## src/rtl/regfile_wr_arb.sv

```systemverilog
// Register file with one core writeback port and two round-robin arbitrated
// execution-unit write ports; two combinational read ports.
module regfile_wr_arb #(
    parameter int data_width = 32,
    parameter int num_regs = 32,
    localparam int reg_sel_width = $clog2(num_regs)
) (
    input  logic                     clk,
    input  logic                     rst_n,
    input  logic                     wb_en,
    input  logic [reg_sel_width-1:0] wb_sel,
    input  logic [data_width-1:0]    wb_data,
    input  logic [1:0]               rf_wr_req,
    input  logic [reg_sel_width-1:0] rf_wr_sel [2],
    input  logic [data_width-1:0]    rf_wr_data [2],
    output logic [1:0]               rf_wr_ack,
    input  logic [reg_sel_width-1:0] rd_sel [2],
    output logic [data_width-1:0]    rd_data [2]
);

    logic [data_width-1:0]    regs [num_regs];
    logic                     last_grant;
    logic [1:0]               eligible;
    logic                     gnt_valid;
    logic                     gnt_port;
    logic                     wr_en;
    logic [reg_sel_width-1:0] wr_sel;
    logic [data_width-1:0]    wr_data;

    function automatic logic in_range(input logic [reg_sel_width-1:0] s);
        return 32'(s) < num_regs;
    endfunction

    // A port in its ack cycle still shows the old request, so it is masked out.
    assign eligible = rf_wr_req & ~rf_wr_ack;

    always_comb begin
        gnt_valid = 1'b0;
        gnt_port  = 1'b0;
        if (!wb_en) begin
            if (eligible == 2'b11) begin
                gnt_valid = 1'b1;
                gnt_port  = ~last_grant;
            end else if (eligible[0]) begin
                gnt_valid = 1'b1;
                gnt_port  = 1'b0;
            end else if (eligible[1]) begin
                gnt_valid = 1'b1;
                gnt_port  = 1'b1;
            end
        end
    end

    always_comb begin
        wr_en   = 1'b0;
        wr_sel  = '0;
        wr_data = '0;
        if (wb_en) begin
            wr_sel  = wb_sel;
            wr_data = wb_data;
        end else if (gnt_valid) begin
            wr_sel  = rf_wr_sel[gnt_port];
            wr_data = rf_wr_data[gnt_port];
        end
        // Register 0 and out-of-range targets are silently dropped.
        if ((wb_en || gnt_valid) && wr_sel != '0 && in_range(wr_sel))
            wr_en = 1'b1;
    end

    always_ff @(posedge clk or negedge rst_n) begin
        if (!rst_n) begin
            for (int i = 0; i < num_regs; i++)
                regs[i] <= '0;
        end else if (wr_en) begin
            regs[wr_sel] <= wr_data;
        end
    end

    always_ff @(posedge clk or negedge rst_n) begin
        if (!rst_n) begin
            rf_wr_ack  <= 2'b00;
            last_grant <= 1'b1;
        end else begin
            rf_wr_ack <= 2'b00;
            if (gnt_valid) begin
                rf_wr_ack[gnt_port] <= 1'b1;
                last_grant          <= gnt_port;
            end
        end
    end

    always_comb begin
        for (int q = 0; q < 2; q++)
            rd_data[q] = in_range(rd_sel[q]) ? regs[rd_sel[q]] : '0;
    end

    a_inputs_known: assert property (@(posedge clk) disable iff (!rst_n)
        !$isunknown({wb_en, wb_sel, wb_data, rf_wr_req,
                     rf_wr_sel[0], rf_wr_sel[1], rf_wr_data[0], rf_wr_data[1],
                     rd_sel[0], rd_sel[1]}));

    a_ack_onehot: assert property (@(posedge clk) disable iff (!rst_n)
        rf_wr_ack != 2'b11);

endmodule
```

## config.mk

```make
export PLATFORM = sky130hd
export DESIGN_NAME = regfile_wr_arb
export DESIGN_NICKNAME = d
export VERILOG_FILES = /design/src/rtl/regfile_wr_arb.sv
export SDC_FILE = /design/constraint.sdc
export NUM_CORES = 2
export LEC_CHECK = 0
export CORE_MARGIN = 4
export CORE_UTILIZATION = 43
export DETAILED_ROUTE_END_ITERATION = 10
export DONT_BUFFER_PORTS = 1
export PLACE_DENSITY_LB_ADDON = 0.12
export SLEW_MARGIN = 20
export SYNTH_ARGS = -nofsm -noshare
export SYNTH_HDL_FRONTEND = slang
export SYNTH_SLANG_ARGS = --single-unit
```

## constraint.sdc

```tcl
create_clock -name clk -period 4.09 [get_ports clk]
set_input_delay 1.0225 -clock clk [delete_from_list [all_inputs] [get_ports clk]]
set_output_delay 1.0225 -clock clk [all_outputs]
set_load 0.01 [all_outputs]
```

# Yosys cells after proc, flatten, opt, wreduce, memory -nomap -nowiden

Index checks and enable logic that the tools add are counted.

Flip-flop bits (word level): 1,027
Input port bits: 126
Output and inout bits: 66
Logic and storage cells: 84

Order comparisons: 7
Equality and inequality tests: 1
Mux-type cells: 30
Bitwise operators: 7
Reductions and logical operators: 5

Operators with widths:

| cell               | number |
|---|---|
| $bwmux 1024        | 1 |
| $bmux 32 s5        | 2 |
| $mux 32            | 10 |
| $demux 32 s5       | 1 |
| $mux 5             | 5 |
| $ge 6x6->1 const B | 3 |
| $not 5->6          | 3 |
| $mux 1             | 9 |
| $lt 6x1->1 const B | 1 |
| $reduce_bool 5->1  | 1 |
| $logic_and 1x1->1  | 3 |
| $and 2x2->2        | 1 |
| $eq 2x2->1 const B | 1 |
| $ge 2x2->1 const B | 1 |
| $lt 1x2->1 const B | 1 |
| $mux 2             | 1 |
| $not 1->2          | 1 |
| $not 2->2          | 1 |
| $demux 1 s1        | 1 |
| $ge 1x1->1 const B | 1 |
| $logic_or 1x1->1   | 1 |
| $not 1->1          | 1 |

# Depth between registers and ports, before layout

Word-level depth: 18
Depth in mapped cells: 10
Depth with buffers taken out: 7

# Worst setup path before layout

OpenSTA, ideal clock, no wires.

Kind: input port to output port
Start: in rd_sel[0] (netlist name)
End: out rd_data[0] (netlist name)
Arrival time: 3.264 ns
Required time: 3.068 ns
Path slack: -0.197 ns
Stages: 6
Path buffers: 3
Path through: clkbuf_1 clkbuf_1 buf_1 mux4_2 mux4_2 mux2_2

RTL lines:

| element            | line | text |
|---|---|---|
| start: declaration | 17   | `input logic [reg_sel_width-1:0] rd_sel [2],` |
| end: declaration   | 18   | `output logic [data_width-1:0] rd_data [2]` |

==> flow_summary.ini <==
[logic_synthesis]
yosysTopAreaCellShare_pct = 46.9
syn_inst = 3294
synth-seq-cells = 1027
synth_area_leader_cell = dfrtp_1
synth.distinct_cells = 40
yosysWarnings = 0
synth_area_per_cell_um2 = 16.6
syn-num-nets = 3420
ys_seq_area_share_pct = 47.0
synth_area_leaders = dfrtp_1, mux4_2, mux2_2
netlist_area_um2 = 54700

[setup_path]
cp.arrival_ns = 2.77
crit_required_ns = 3.07
critPathLaunchType = input pin
cp_max_fo = 256
end_kind = output pin
crit_type = input pin to output pin

[clock_network]
cts.path.max_buffers = 3
cts-htree-levels = 3
postCtsSetupBuffers = 0
cts_buffers = 115
insertion_delay_ns = 0.73
cts_root_buffer = clkbuf_16
cts_tree = built
path_clk_slew_ns = 0.06
cts_resized = 0
hold_buffers = 1
cts_sinks = 1027

[run]
maxCapViolations = 0

[layout]
layout-drive-gt1-share_pct = 60.1
finalNetCount = 3243
fin_util_pct = 48.2
regArea_um2 = 25700
area_delta_synth_final_pct = 11.0
multiInputGateArea_um2 = 27800
n_fill_cell = 10400

[timing]
final.setup.tns_ns = 0
worst_pin_slew_ns = 1.11
finalMaxSlewViolations = 0
maxSlewHeadroom_pct = 25.9
setup_viol = 0
min_period_ns = 3.80
fin_crit_sh_pct = 92.8
fmax_ghz = 0.263
clock-skew-final_ns = 0.0206
hold_viol_final = 0
rsz0062_at_grt = no

[floorplanning]
io_pins = 192
start_util_pct = 43.4
core_um2 = 126000
std_cell_rows = 130
die_w_um = 365
fp.dieH_um = 365
dieArea_um2 = 133000

[power]
ir_drop_uv = 374
power_mw = 36.9
power.leakage_nw = 25.9
powerDensity_nw_per_um2 = 608

[route]
first_iter_violations = 2801
dr.pass1.iters = 7
viasPerCell = 6.56
final_antenna_net_count = 0
wl_um = 170000
drc = 0
vias = 31900
post_drt_wl_per_cell_um = 34.9

[grt]
grt_pass1_vias = 34700
grt_max_degree = 257
grt_overflow_total = 0
gr-usage-all-layers_pct = 25.9
grt_first_pass_wirelength_um = 248000
antenna_found_initial = 4

[hold_path]
hp-class = input pin to asynchronous set/reset pin

[placed_design]
dp_hpwl_um = 88600
place.gp.congestion = 0.774
io_buffers = 0

[status]
outcome = finished, final reports clean
cell usage after synthesis (all sizes together):
master,n
a211oi,2
a21o,2
a21oi,2
a32oi,1
and2,2
and3b,1
buf,139
clkbuf,247
dfrtp,1026
dfstp,1
inv,4
mux2,1056
mux2i,32
mux4,640
nand2,49
nand2b,1
nand3,9
nand3b,1
nand4,4
nor2,16
nor2b,2
nor3,4
nor3b,1
nor4,4
o211ai,2
o21ai,35
o21ba,1
o21bai,1
o22ai,1
o311a,3
o311ai,3
or3b,1
or4,1
layout by cell type (no fill, tap or decap), types with 10 or more instances in the layout:
master / instances
buf_12: 30
buf_4: 53
bufinv_16: 10
clkbuf_1: 26
clkbuf_16: 115
clkbuf_8: 30
clkinv_2: 17
dfrtp_1: 1026
mux2_1: 98
mux2_2: 958
mux2i_1: 32
mux4_2: 640
nand2_1: 37
nand2_4: 11
nor2_4: 12
o21ai_1: 17
o21ai_4: 11
critical path: stages:
cell and delay (ns):
mux4_2 0.59, mux4_2 0.51, mux2_2 0.31
power breakdown:
part | internal (mW) | switching, mW | leakage, nW
clock | 6.35 | 4.42 | 1.93
combinational | 6.53 | 3.22 | 10.7
sequential | 13.7 | 2.67 | 13.3
total | 26.6 | 10.3 | 25.9
cells by family after synthesis:
family,count (synthesis),synth area share [%]
multiplexers,1728,48.7
flip-flops,1027,47.0
buffers and inverters,390,2.88
AND/OR/NAND/NOR,96,0.874
AO/OA/AOI/OAI,53,0.622
final cells by class:
cell class	instances	area share, %
repair buffers	92	2.02
flip-flops and latches	1027	42.3
multi-input cells	1877	45.8
clock buffers	171	5.58
diodes	1	0.00412
inverters	4	0.0247
clock inverters	39	0.886
well taps	1650	3.40
per-stage QoR:
stage | hold WS, ns | instances | area [um2] | setup slack [ns]
after global placement | 0.376 | 4641 | 56500 | 0.209
final | 0.209 | 4861 | 60800 | 0.293
after detailed placement | 0.384 | 4647 | 56700 | -0.0821
after global routing | 0.231 | 4860 | 60800 | 0.332
after CTS | 0.397 | 4858 | 60700 | 0.398
after floorplan | 0.441 | 3294 | 54800 | 0.0697
metal layers:
layer | GRT usage, % | share of wire, %
met5 | 0 | 0
met4 | 7.85 | 3.0
met3 | 5.94 | 7.3
met2 | 40.6 | 47
met1 | 36.2 | 43
final timing paths:
| check | from | end | slack (ns) | cells past startpoint |
|---|---|---|---|---|
| setup / recovery | rd_sel[1] | rd_data[15] | 0.29 | 3 |
| hold / removal | rst_n | regs[389]$_DFFE_PN0P_ | 0.21 | 1 |
| setup reg to reg | rf_wr_ack[0]$_DFF_PN0_ | regs[961]$_DFFE_PN0P_ | 0.60 | 8 |
| hold reg to reg | regs[1001]$_DFFE_PN0P_ | regs[1001]$_DFFE_PN0P_ | 0.39 | 0 |
| max in group asynchronous | rst_n | regs[601]$_DFFE_PN0P_ | 1.05 | 5 |
| min in group clk | regs[1001]$_DFFE_PN0P_ | regs[1001]$_DFFE_PN0P_ | 0.39 | 0 |
state kept, by name, indices dropped and copies added (netlist names):
| signal | cells |
|---|---|
| regs | 1024 |
| last_grant | 1 |
| rf_wr_ack | 2 |
(Power assumes the default switching activity.)
